$ cat src/rtl/gate_test_sequencer.sv
// Self-test sequencer for the external NOT/NAND/NOR gate unit: sweeps all four a/b vectors and tallies mismatches.
// Build option: define GATE_SEQ_STOP_ON_FAIL_EN to end the sweep at the first vector that shows a mismatch.
module gate_test_sequencer #(
    parameter int SETTLE_CYCLES = 2,
    parameter int ERR_W         = 4
) (
    input  logic             clk,
    input  logic             rst_n,
    input  logic             start,
    output logic             gate_a,
    output logic             gate_b,
    input  logic             gate_y0,
    input  logic             gate_y1,
    input  logic             gate_y2,
    output logic             busy,
    output logic             done,
    output logic             pass,
    output logic [ERR_W-1:0] err_count,
    output logic [3:0]       fail_vec,
    output logic [1:0]       vec_idx
);

    // state  | meaning
    // IDLE   | waiting for start after reset
    // DRIVE  | register a/b for the current vector, load settle counter
    // SETTLE | let the gate outputs settle for SETTLE_CYCLES cycles
    // SAMPLE | compare y0/y1/y2 against golden values and update tallies
    // DONE   | results held until the next start
    typedef enum logic [2:0] {IDLE, DRIVE, SETTLE, SAMPLE, DONE} state_t;

    localparam logic [7:0]       SETTLE_LOAD = 8'(SETTLE_CYCLES);
    localparam logic [ERR_W+1:0] ERR_MAX     = (ERR_W+2)'((1 << ERR_W) - 1);

    state_t           state;
    logic [7:0]       settle_cnt;
    logic [2:0]       golden;
    logic [2:0]       diff;
    logic [1:0]       mism_n;
    logic             any_mism;
    logic [ERR_W+1:0] err_sum;
    logic [ERR_W-1:0] err_next;
    logic             last_vec;

    // Golden values come from vec_idx, which is exactly what was registered onto gate_a/gate_b.
    always_comb begin
        golden   = {~(vec_idx[1] | vec_idx[0]), ~(vec_idx[1] & vec_idx[0]), ~vec_idx[1]};
        diff     = golden ^ {gate_y2, gate_y1, gate_y0};
        mism_n   = {1'b0, diff[0]} + {1'b0, diff[1]} + {1'b0, diff[2]};
        any_mism = |diff;
        err_sum  = {2'b00, err_count} + (ERR_W+2)'(mism_n);
        err_next = (err_sum > ERR_MAX) ? ERR_MAX[ERR_W-1:0] : err_sum[ERR_W-1:0];
`ifdef GATE_SEQ_STOP_ON_FAIL_EN
        last_vec = (vec_idx == 2'd3) || any_mism;
`else
        last_vec = (vec_idx == 2'd3);
`endif
    end

    always_ff @(posedge clk or negedge rst_n) begin
        if (!rst_n) begin
            state      <= IDLE;
            gate_a     <= 1'b0;
            gate_b     <= 1'b0;
            busy       <= 1'b0;
            done       <= 1'b0;
            pass       <= 1'b0;
            err_count  <= '0;
            fail_vec   <= 4'b0000;
            vec_idx    <= 2'd0;
            settle_cnt <= 8'd0;
        end else begin
            case (state)
                IDLE, DONE: begin
                    if (start) begin
                        err_count <= '0;
                        fail_vec  <= 4'b0000;
                        done      <= 1'b0;
                        pass      <= 1'b0;
                        vec_idx   <= 2'd0;
                        busy      <= 1'b1;
                        state     <= DRIVE;
                    end
                end
                DRIVE: begin
                    gate_a     <= vec_idx[1];
                    gate_b     <= vec_idx[0];
                    settle_cnt <= SETTLE_LOAD;
                    state      <= (SETTLE_CYCLES == 0) ? SAMPLE : SETTLE;
                end
                SETTLE: begin
                    settle_cnt <= settle_cnt - 8'd1;
                    if (settle_cnt <= 8'd1) begin
                        state <= SAMPLE;
                    end
                end
                SAMPLE: begin
                    err_count <= err_next;
                    if (any_mism) begin
                        fail_vec[vec_idx] <= 1'b1;
                    end
                    if (last_vec) begin
                        busy  <= 1'b0;
                        done  <= 1'b1;
                        pass  <= (err_next == '0);
                        state <= DONE;
                    end else begin
                        vec_idx <= vec_idx + 2'd1;
                        state   <= DRIVE;
                    end
                end
                default: state <= IDLE;
            endcase
        end
    end

endmodule

$ cat config.mk
export PLATFORM = sky130hd
export DESIGN_NAME = gate_test_sequencer
export DESIGN_NICKNAME = d
export VERILOG_FILES = /design/src/rtl/gate_test_sequencer.sv
export SDC_FILE = /design/constraint.sdc
export NUM_CORES = 1
export LEC_CHECK = 0
export ABC_AREA = 1
export ABC_CLOCK_PERIOD_IN_PS = 3800
export CAP_MARGIN = 5
export CORE_MARGIN = 2
export CORE_UTILIZATION = 43
export CTS_CLUSTER_DIAMETER = 150
export CTS_CLUSTER_SIZE = 30
export DETAILED_ROUTE_END_ITERATION = 16
export PLACE_DENSITY = 0.62
export REMOVE_ABC_BUFFERS = 1
export SLEW_MARGIN = 10
export SYNTH_ARGS = -nofsm -noshare
export SYNTH_HDL_FRONTEND = slang
export SYNTH_SLANG_ARGS = --single-unit
$ cat constraint.sdc
create_clock -name clk -period 3.8 [get_ports clk]
set_input_delay 1.14 -clock clk [delete_from_list [all_inputs] [get_ports clk]]
set_output_delay 1.14 -clock clk [all_outputs]
set_load 0.01 [all_outputs]
==> results.py, run 1 <==
metrics = {
    "placement": {
        "dp_cells": 261,
        "gp_congestion": 0.855,
        "post-dp-hpwl_um": 2280,
        "place_area_um2": 1720,
        "dp_slack_ns": 0.272,
        "portBuffers": 20,
    },
    "job": {
        "maxCapViolCount": 0,
    },
    "sta": {
        "tns_ns": 0,
        "finalCritPeriodShare_pct": 84.7,
        "finalHoldViolations": 0,
        "setup_ws_ns": 0.582,
        "setup_viol": 0,
        "skew_ns": 0.00195,
        "hold_ws_ns": 0.505,
        "finalMaxSlewViolations": 0,
        "tightest_slew_ns": 0.406,
        "min_period_ns": 3.22,
        "slew_headroom_pct": 72.9,
        "max_freq_mhz": 311,
        "rsz0062_at_grt": "false",
    },
    "synth": {
        "synth_top_area_cell": "dfrtp_1",
        "synth_area_um2": 1460,
        "synth.area.top_cells": "dfrtp_1, nand2_1, inv_1",
        "synth_cell_types": 16,
        "synth_seq_cells": 26,
        "synthCells": 195,
        "yosysTopAreaCellShare_pct": 44.7,
        "ys_seq_area_share_pct": 44.7,
        "yosysWarnings": 0,
        "avgSynthCellArea_um2": 7.47,
    },
    "global_route": {
        "grt_pass1_vias": 1289,
        "grt_pass1_wl_um": 5440,
        "grt-ovfl-total": 0,
        "grt_max_degree": 27,
        "grt_util_all_layers_pct": 16.9,
        "antenna_found_initial": 0,
    },
    "critical_path": {
        "cp_data_required_time_ns": 4.02,
        "start_kind": "input port",
        "end_kind": "flip-flop",
        "path_max_fanout": 3,
        "critical_path_arrival_ns": 3.43,
        "path_class": "input port to flip-flop",
        "r2r_cells": 15,
    },
    "cts": {
        "tritoncts": "built",
        "htree_levels": 1,
        "cts-root-buf": "clkbuf_4",
        "clock_sinks": 26,
        "cts_made_buffers": 3,
        "postCtsSetupRepairBufs": 0,
        "path_clk_slew_ns": 0.13,
        "cts_buffer_depth": 2,
        "clk_latency_ns": 0.31,
        "ctsResizeCount": 0,
        "postCtsHoldBufs": 0,
    },
    "pwr": {
        "total_power_mw": 1.27,
        "power_leakage_nw": 0.915,
        "peakVddDrop_mv": 0.281,
        "power_density_nw_per_um2": 729,
    },
    "min_path": {
        "hold_depth": 1,
        "hold_class": "flip-flop to flip-flop",
    },
    "cells_and_area": {
        "instances_no_fill": 264,
        "stdcell_area_um2": 1740,
        "finalNetCount": 236,
        "drive_gt1_share_pct": 2.29,
        "final_common_cell": "nand2_1",
        "final_cell_mix": "nand2_1, inv_1, nor2_1",
        "syn_to_final_growth_pct": 19.4,
        "utilization_pct": 53.0,
        "antenna_cells": 0,
    },
    "routing": {
        "drt-initial-drc-count": 56,
        "route.detailed.drc": 0,
        "drt_wl_total_um": 2930,
        "firstDrtPassIters": 4,
        "wl_per_cell_um": 11.1,
        "ant_nets": 0,
        "viasPerCell": 4.70,
        "via_count": 1240,
    },
    "floorplanning": {
        "die_w_um": 62.2,
        "start_util_pct": 44.3,
        "io_pins": 21,
        "fp.dieH_um": 62.2,
        "core_um2": 3280,
        "dieArea_um2": 3870,
        "row_count": 21,
    },
    "status": {
        "status": "finished, final reports clean",
    },
}
## synth_stat cells, drive strengths merged
cell type / number
dfrtp: 26
nand4: 1
fa: 2
o211ai: 1
ha: 8
a21oi: 8
inv: 32
o21ai: 12
buf: 1
nor3b: 1
nor2: 27
nand2: 56
nand3: 17
o21a: 1
nor3: 2
## power by group
part	switching (mW)	internal (mW)	leakage, nW
sequential	0.0906	0.377	0.340
clock	0.0751	0.0370	0.0138
combinational	0.406	0.282	0.561
total	0.572	0.696	0.915
## cells by family after synthesis
kind of cell / count (synthesis) / synth area share [%]
and+or+nand+nor: 104 / 29.2
DFF: 26 / 44.7
AOI/OAI and AO/OA: 22 / 7.90
adders and majority gates: 10 / 9.62
buffers and inverters: 33 / 8.59
## flip-flops by register name, indices dropped and copies added (netlist names)
signal	cells
vec_idx	2
done	1
fail_vec	4
pass	1
busy	1
settle_cnt	8
gate_a	1
state	3
gate_b	1
err_count	4
## path summary, 6_finish.rpt
path / to / from / slack, ns
worst max-delay path: pass$_DFFE_PN0P_ / gate_y0 / 0.58
worst min-delay path: busy$_DFFE_PN0P_ / busy$_DFFE_PN0P_ / 0.50
worst max register to register: pass$_DFFE_PN0P_ / vec_idx[1]$_DFFE_PN0P_ / 1.04
worst min register to register: busy$_DFFE_PN0P_ / busy$_DFFE_PN0P_ / 0.50
max in group asynchronous: busy$_DFFE_PN0P_ / rst_n / 2.37
min in group asynchronous: fail_vec[2]$_DFFE_PN0P_ / rst_n / 1.18
## layer usage
metal | vias up | wire, um | global-route usage [%] | share of wire, %
met5 | - | 0 | 0 | 0
met4 | 0 | 32 | 6.11 | 1.1
met3 | 4 | 49 | 1.81 | 1.7
met2 | 16 | 1440 | 28.9 | 49
met1 | 568 | 1410 | 22.2 | 48
li1 | 652 | - | - | -
## critical path, stage by stage
cell and delay, ns:
clkdlybuf4s50_1 0.47, inv_1 0.04, nand2_1 0.04, nand2_1 0.09, fa_1 0.53, ha_1 0.17, inv_1 0.06, fa_1 0.38
inv_1 0.12, nand3_1 0.12, nand3_1 0.11, nor2_1 0.04, nand2_1 0.07, nand2_1 0.05
## layout make-up
| class | instances | area, um2 |
|---|---|---|
| clock buffer | 3 | 22.5 |
| fill | 317 | 1550 |
| inverter | 32 | 120 |
| multi-input combinational | 136 | 681 |
| sequential | 26 | 651 |
| tap | 46 | 57.6 |
| timing repair buffer | 21 | 208 |
Power figures use the tool's default switching activity.
==> run 2: changes to the inputs <==
- ABC_CLOCK_PERIOD_IN_PS: 3800 -> 3120
- clock period: 3.8 -> 3.12 ns (I/O delays scaled with it)
==> run 2 against run 1 <==
Net effect: clock power increased by 27%; setup slack got worse by 0.43 ns; final area increased by 0.14%; utilization increased by 0.076 points; sequential share of layout area decreased by 0.054 points; total power increased by 24%; non-clock buffer count unchanged.
==> results.py, run 2 (synthesis results as in run 1) <==
metrics = {
    "cts": {
        "cts-root-buf": "clkbuf_4",
        "postCtsSetupRepairBufs": 0,
        "clk_latency_ns": 0.32,
        "tritoncts": "built",
        "cts_made_buffers": 3,
        "clock_sinks": 26,
        "htree_levels": 1,
        "postCtsHoldBufs": 0,
        "path_clk_slew_ns": 0.13,
        "ctsResizeCount": 0,
        "cts_buffer_depth": 2,
    },
    "pwr": {
        "power_density_nw_per_um2": 904,
        "peakVddDrop_mv": 0.348,
        "power_leakage_nw": 0.913,
    },
    "floorplanning": {
        "fp.dieH_um": 62.2,
        "core_um2": 3280,
        "die_w_um": 62.2,
        "row_count": 21,
        "start_util_pct": 44.3,
        "io_pins": 21,
        "dieArea_um2": 3870,
    },
    "routing": {
        "ant_nets": 0,
        "wl_per_cell_um": 11.4,
        "viasPerCell": 4.92,
        "drt-initial-drc-count": 91,
        "drt_wl_total_um": 3000,
        "firstDrtPassIters": 4,
        "route.detailed.drc": 0,
        "via_count": 1298,
    },
    "min_path": {
        "min_to": "busy$_DFFE_PN0P_",
        "worst_hold_startpoint": "busy$_DFFE_PN0P_",
        "hold_class": "flip-flop to flip-flop",
        "hold_depth": 1,
    },
    "global_route": {
        "antenna_found_initial": 0,
        "grt_max_degree": 27,
        "grt-ovfl-total": 0,
        "grt_pass1_wl_um": 5530,
        "grt_util_all_layers_pct": 17.4,
        "grt_pass1_vias": 1267,
    },
    "placement": {
        "post-dp-hpwl_um": 2330,
        "dp_slack_ns": -0.199,
        "place_area_um2": 1720,
        "portBuffers": 20,
        "dp_cells": 261,
        "gp_congestion": 0.854,
    },
    "sta": {
        "finalMaxSlewViolations": 0,
        "setup_ws_ns": 0.157,
        "finalCritPeriodShare_pct": 95.0,
        "skew_ns": 0.000987,
        "hold_ws_ns": 0.512,
        "min_period_ns": 2.96,
        "setup_viol": 0,
        "rsz0062_at_grt": "false",
        "max_freq_mhz": 338,
        "tightest_slew_ns": 0.418,
        "finalHoldViolations": 0,
        "slew_headroom_pct": 72.0,
    },
    "cells_and_area": {
        "syn_to_final_growth_pct": 19.6,
        "finalNetCount": 236,
        "antenna_cells": 0,
        "final_common_cell": "nand2_1",
        "drive_gt1_share_pct": 3.21,
        "final_cell_mix": "nand2_1, inv_1, nor2_1, dfrtp_1, clkdlybuf4s50_1",
        "stdcell_area_um2": 1740,
        "fillers": 323,
        "instances_no_fill": 264,
        "largest_register_ffs": 8,
        "largest_register": "settle_cnt",
        "top_regs": "settle_cnt x8, err_count x4, fail_vec x4",
    },
    "critical_path": {
        "cp_data_required_time_ns": 3.39,
        "critical_path_arrival_ns": 3.23,
        "end_kind": "flip-flop",
        "start_kind": "input port",
        "rr_startpoint": "vec_idx[1]$_DFFE_PN0P_",
        "regToRegSetupSlack_ns": 0.41,
        "r2r_cells": 15,
        "path_class": "input port to flip-flop",
        "path_max_fanout": 2,
        "timing.rr.end": "pass$_DFFE_PN0P_",
    },
    "job": {
        "maxCapViolCount": 0,
    },
    "status": {
        "status": "finished, final reports clean",
    },
}
## run 2: cell types whose count changed in the layout (fill, tap and decap cells not counted)
cell / change
nor2_2: +1
inv_1: -1
inv_2: +1
nor2_1: -1
## run 2: layer usage
metal	up-vias	share of wire [%]	global-route usage, %
met3	11	2.9	2.36
met5	-	0	0
met1	598	46	23.3
met2	30	47	28.4
li1	659	-	-
met4	0	3.3	7.78
## run 2: stage by stage
| step | total power, mW | setup TNS (ns) | util [%] |
|---|---|---|---|
| after detailed placement | 1.42 | -0.714 | 52.3 |
| after CTS | 1.56 | 0 | 53.0 |
| final | 1.57 | 0 | 53.0 |
| after global routing | 1.75 | 0 | 53.0 |
| after floorplan | 1.13 | 0 | - |
| after global placement | 1.40 | -0.302 | 52.3 |
## run 2: worst max path at each step
| stage | start | to | slack, ns | cells past startpoint |
|---|---|---|---|---|
| 6_report | gate_y0 | pass$_DFFE_PN0P_ | 0.16 | 14 |
| 5_1_grt | gate_y0 | err_count[1]$_DFFE_PN0P_ | 0.005 | 13 |
| 4_1_cts | gate_y0 | pass$_DFFE_PN0P_ | 0.17 | 14 |
| 3_5_place_dp | gate_y0 | pass$_DFFE_PN0P_ | -0.20 | 14 |
| 3_3_place_gp | gate_y0 | pass$_DFFE_PN0P_ | -0.11 | 14 |
| 2_1_floorplan | gate_y0 | pass$_DFFE_PN0P_ | 0.46 | 13 |
## run 2: area by class of cell
class,instances,area [um2],share of cell area (%)
Clock buffer,3,22.5,1.29
Inverter,32,120,6.90
Multi-Input combinational cell,136,683,39.2
Sequential cell,26,651,37.4
Tap cell,46,57.6,3.30
Timing Repair Buffer,21,208,11.9
## run 2: power by group
part | switching, mW | internal [mW]
logic | 0.512 | 0.350
registers | 0.112 | 0.459
clock network | 0.0962 | 0.0453
## run 2: critical path, stage by stage
cell and delay (ns):
clkdlybuf4s50_1 0.47, inv_1 0.04, nand2_1 0.05, nand2_1 0.08, fa_1 0.52, ha_1 0.16
inv_1 0.06, fa_1 0.47, inv_1 0.06, nor2_2 0.10, nand3_1 0.08, nor2_1 0.09
nand2_1 0.06, nand2_1 0.05
==> run 3: changes to the inputs <==
- SETUP_SLACK_MARGIN: default -> 0.3
==> run 3 against run 2 <==
Net effect: critical path depth down 1; hold slack improved by 0.0015 ns; die area is the same; register-to-register slack better by 0.03 ns; fmax up 8.8%; setup slack gained 0.24 ns; final cell count did not move.
==> results.py, run 3 (synthesis results as in run 1) <==
metrics = {
    "critical_path": {
        "cpMaxStageDelayCell": "fa_1",
        "path_class": "input port to flip-flop",
        "cp_data_required_time_ns": 3.39,
        "cpMostUsedCell": "nand2_1",
        "r2r_cells": 15,
        "start_kind": "input port",
        "critical_path_arrival_ns": 2.99,
        "end_kind": "flip-flop",
        "max_stage_delay_ns": 0.51,
        "path_cells": "dlygate4sd2_1, nand2_1, nand2_2, fa_1, ha_2, inv_1, fa_1, inv_1, nor2_2, nand3_1, nor2_1, nand2_1, nand2_1",
        "path_max_fanout": 2,
    },
    "routing": {
        "firstDrtPassIters": 4,
        "drt-initial-drc-count": 84,
        "route.detailed.drc": 0,
        "viasPerCell": 4.91,
        "drt_wl_total_um": 3060,
        "via_count": 1295,
        "ant_nets": 0,
        "wl_per_cell_um": 11.6,
    },
    "placement": {
        "post-dp-hpwl_um": 2330,
        "place_area_um2": 1720,
        "gp_congestion": 0.854,
        "portBuffers": 20,
    },
    "cts": {
        "cts_buffer_depth": 2,
        "cts_made_buffers": 3,
        "clock_sinks": 26,
        "htree_levels": 1,
        "cts-root-buf": "clkbuf_4",
        "tritoncts": "built",
        "clk_latency_ns": 0.32,
        "path_clk_slew_ns": 0.13,
        "postCtsSetupRepairBufs": 0,
    },
    "sta": {
        "hold_ws_ns": 0.513,
        "skew_ns": 0.00108,
        "rsz0062_at_grt": "false",
        "tightest_slew_ns": 0.418,
        "finalMaxSlewViolations": 0,
        "finalCritPeriodShare_pct": 87.3,
        "tns_ns": 0,
        "max_freq_mhz": 367,
        "slew_headroom_pct": 72.1,
        "finalHoldViolations": 0,
        "min_period_ns": 2.72,
        "setup_viol": 0,
    },
    "cells_and_area": {
        "fillers": 325,
        "largest_register": "settle_cnt",
        "antenna_cells": 0,
        "finalNetCount": 236,
        "final_cell_mix": "nand2_1, inv_1, nor2_1",
        "largest_register_ffs": 8,
        "drive_gt1_share_pct": 6.88,
        "final_common_cell": "nand2_1",
        "stdcell_area_um2": 1750,
        "top_regs": "settle_cnt x8, err_count x4, fail_vec x4",
        "syn_to_final_growth_pct": 20.3,
    },
    "floorplanning": {
        "die_w_um": 62.2,
        "start_util_pct": 44.3,
        "dieArea_um2": 3870,
        "io_pins": 21,
        "core_um2": 3280,
        "row_count": 21,
        "fp.dieH_um": 62.2,
    },
    "pwr": {
        "power_density_nw_per_um2": 908,
        "total_power_mw": 1.59,
        "peakVddDrop_mv": 0.347,
        "power_leakage_nw": 0.910,
    },
    "status": {
        "status": "finished, final reports clean",
    },
    "global_route": {
        "grt_pass1_vias": 1269,
        "grt_max_degree": 27,
        "grt_util_all_layers_pct": 17.6,
        "grt-ovfl-total": 0,
        "grt_pass1_wl_um": 5550,
        "antenna_found_initial": 0,
    },
    "min_path": {
        "hold_class": "flip-flop to flip-flop",
        "hold_depth": 1,
    },
    "job": {
        "maxCapViolCount": 0,
    },
}
run 3: cell count changes in the layout (fill, tap and decap cells not counted):
| cell | previous run | this run |
|---|---|---|
| nand2_2 | 0 | 2 |
| dlygate4sd2_1 | 0 | 2 |
| clkdlybuf4s50_1 | 20 | 18 |
| dfrtp_1 | 26 | 24 |
| ha_1 | 8 | 6 |
| dfrtp_2 | 0 | 2 |
| inv_1 | 31 | 29 |
| ha_2 | 0 | 2 |
| nand2_1 | 56 | 54 |
| inv_2 | 1 | 3 |
run 3: per-stage QoR:
stage | util (%) | setup slack (ns) | std cells
floorplan | - | 0.456 | 194
global placement | 52.3 | -0.111 | 261
detailed placement | 52.3 | -0.199 | 261
CTS | 53.1 | 0.344 | 264
global route | 53.3 | 0.303 | 264
finish | 53.3 | 0.397 | 264
run 3: layer usage:
layer	GRT usage (%)	vias to the layer above	wire length, um
met4	7.78	0	82
met5	0	-	0
li1	-	659	-
met3	2.36	9	73
met1	23.3	602	1440
met2	28.8	25	1470
run 3: what timing repair did:
action	in CTS	in global routing
setup endpoints to repair	5	5
hold buffers	0	0
endpoints found under the hold margin	0	0
pin swaps	7	0
gates resized for setup	5	7
run 3: power by group:
part	internal (mW)	switching (mW)	leakage [nW]
registers	0.461	0.114	0.337
logic	0.356	0.518	0.559
clock network	0.0453	0.0962	0.0138
run 3: final cells by class:
class	instances	area [um2]	area share (%)
clock buffers	3	22.5	1.29
inverters	32	120	6.86
multi-input cells	136	693	39.6
well taps	46	57.6	3.29
flip-flops and latches	26	653	37.3
repair buffers	21	205	11.7
run 3: path summary, 6_finish.rpt:
path	startpoint	endpoint	slack [ns]
max	gate_y2	pass$_DFFE_PN0P_	0.40
min	settle_cnt[3]$_DFFE_PN0P_	settle_cnt[3]$_DFFE_PN0P_	0.51
max reg2reg	vec_idx[1]$_DFFE_PN0P_	pass$_DFFE_PN0P_	0.44
min reg2reg	settle_cnt[3]$_DFFE_PN0P_	settle_cnt[3]$_DFFE_PN0P_	0.51
max in group asynchronous	rst_n	vec_idx[1]$_DFFE_PN0P_	1.89
min in group asynchronous	rst_n	gate_a$_DFFE_PN0P_	0.96
run 3: worst max-delay path, delay by kind of cell:
family,cells,cell delay [ns]
buffers and inverters,3,0.35
and+or+nand+nor,7,0.56
adders and majority gates,3,1.15
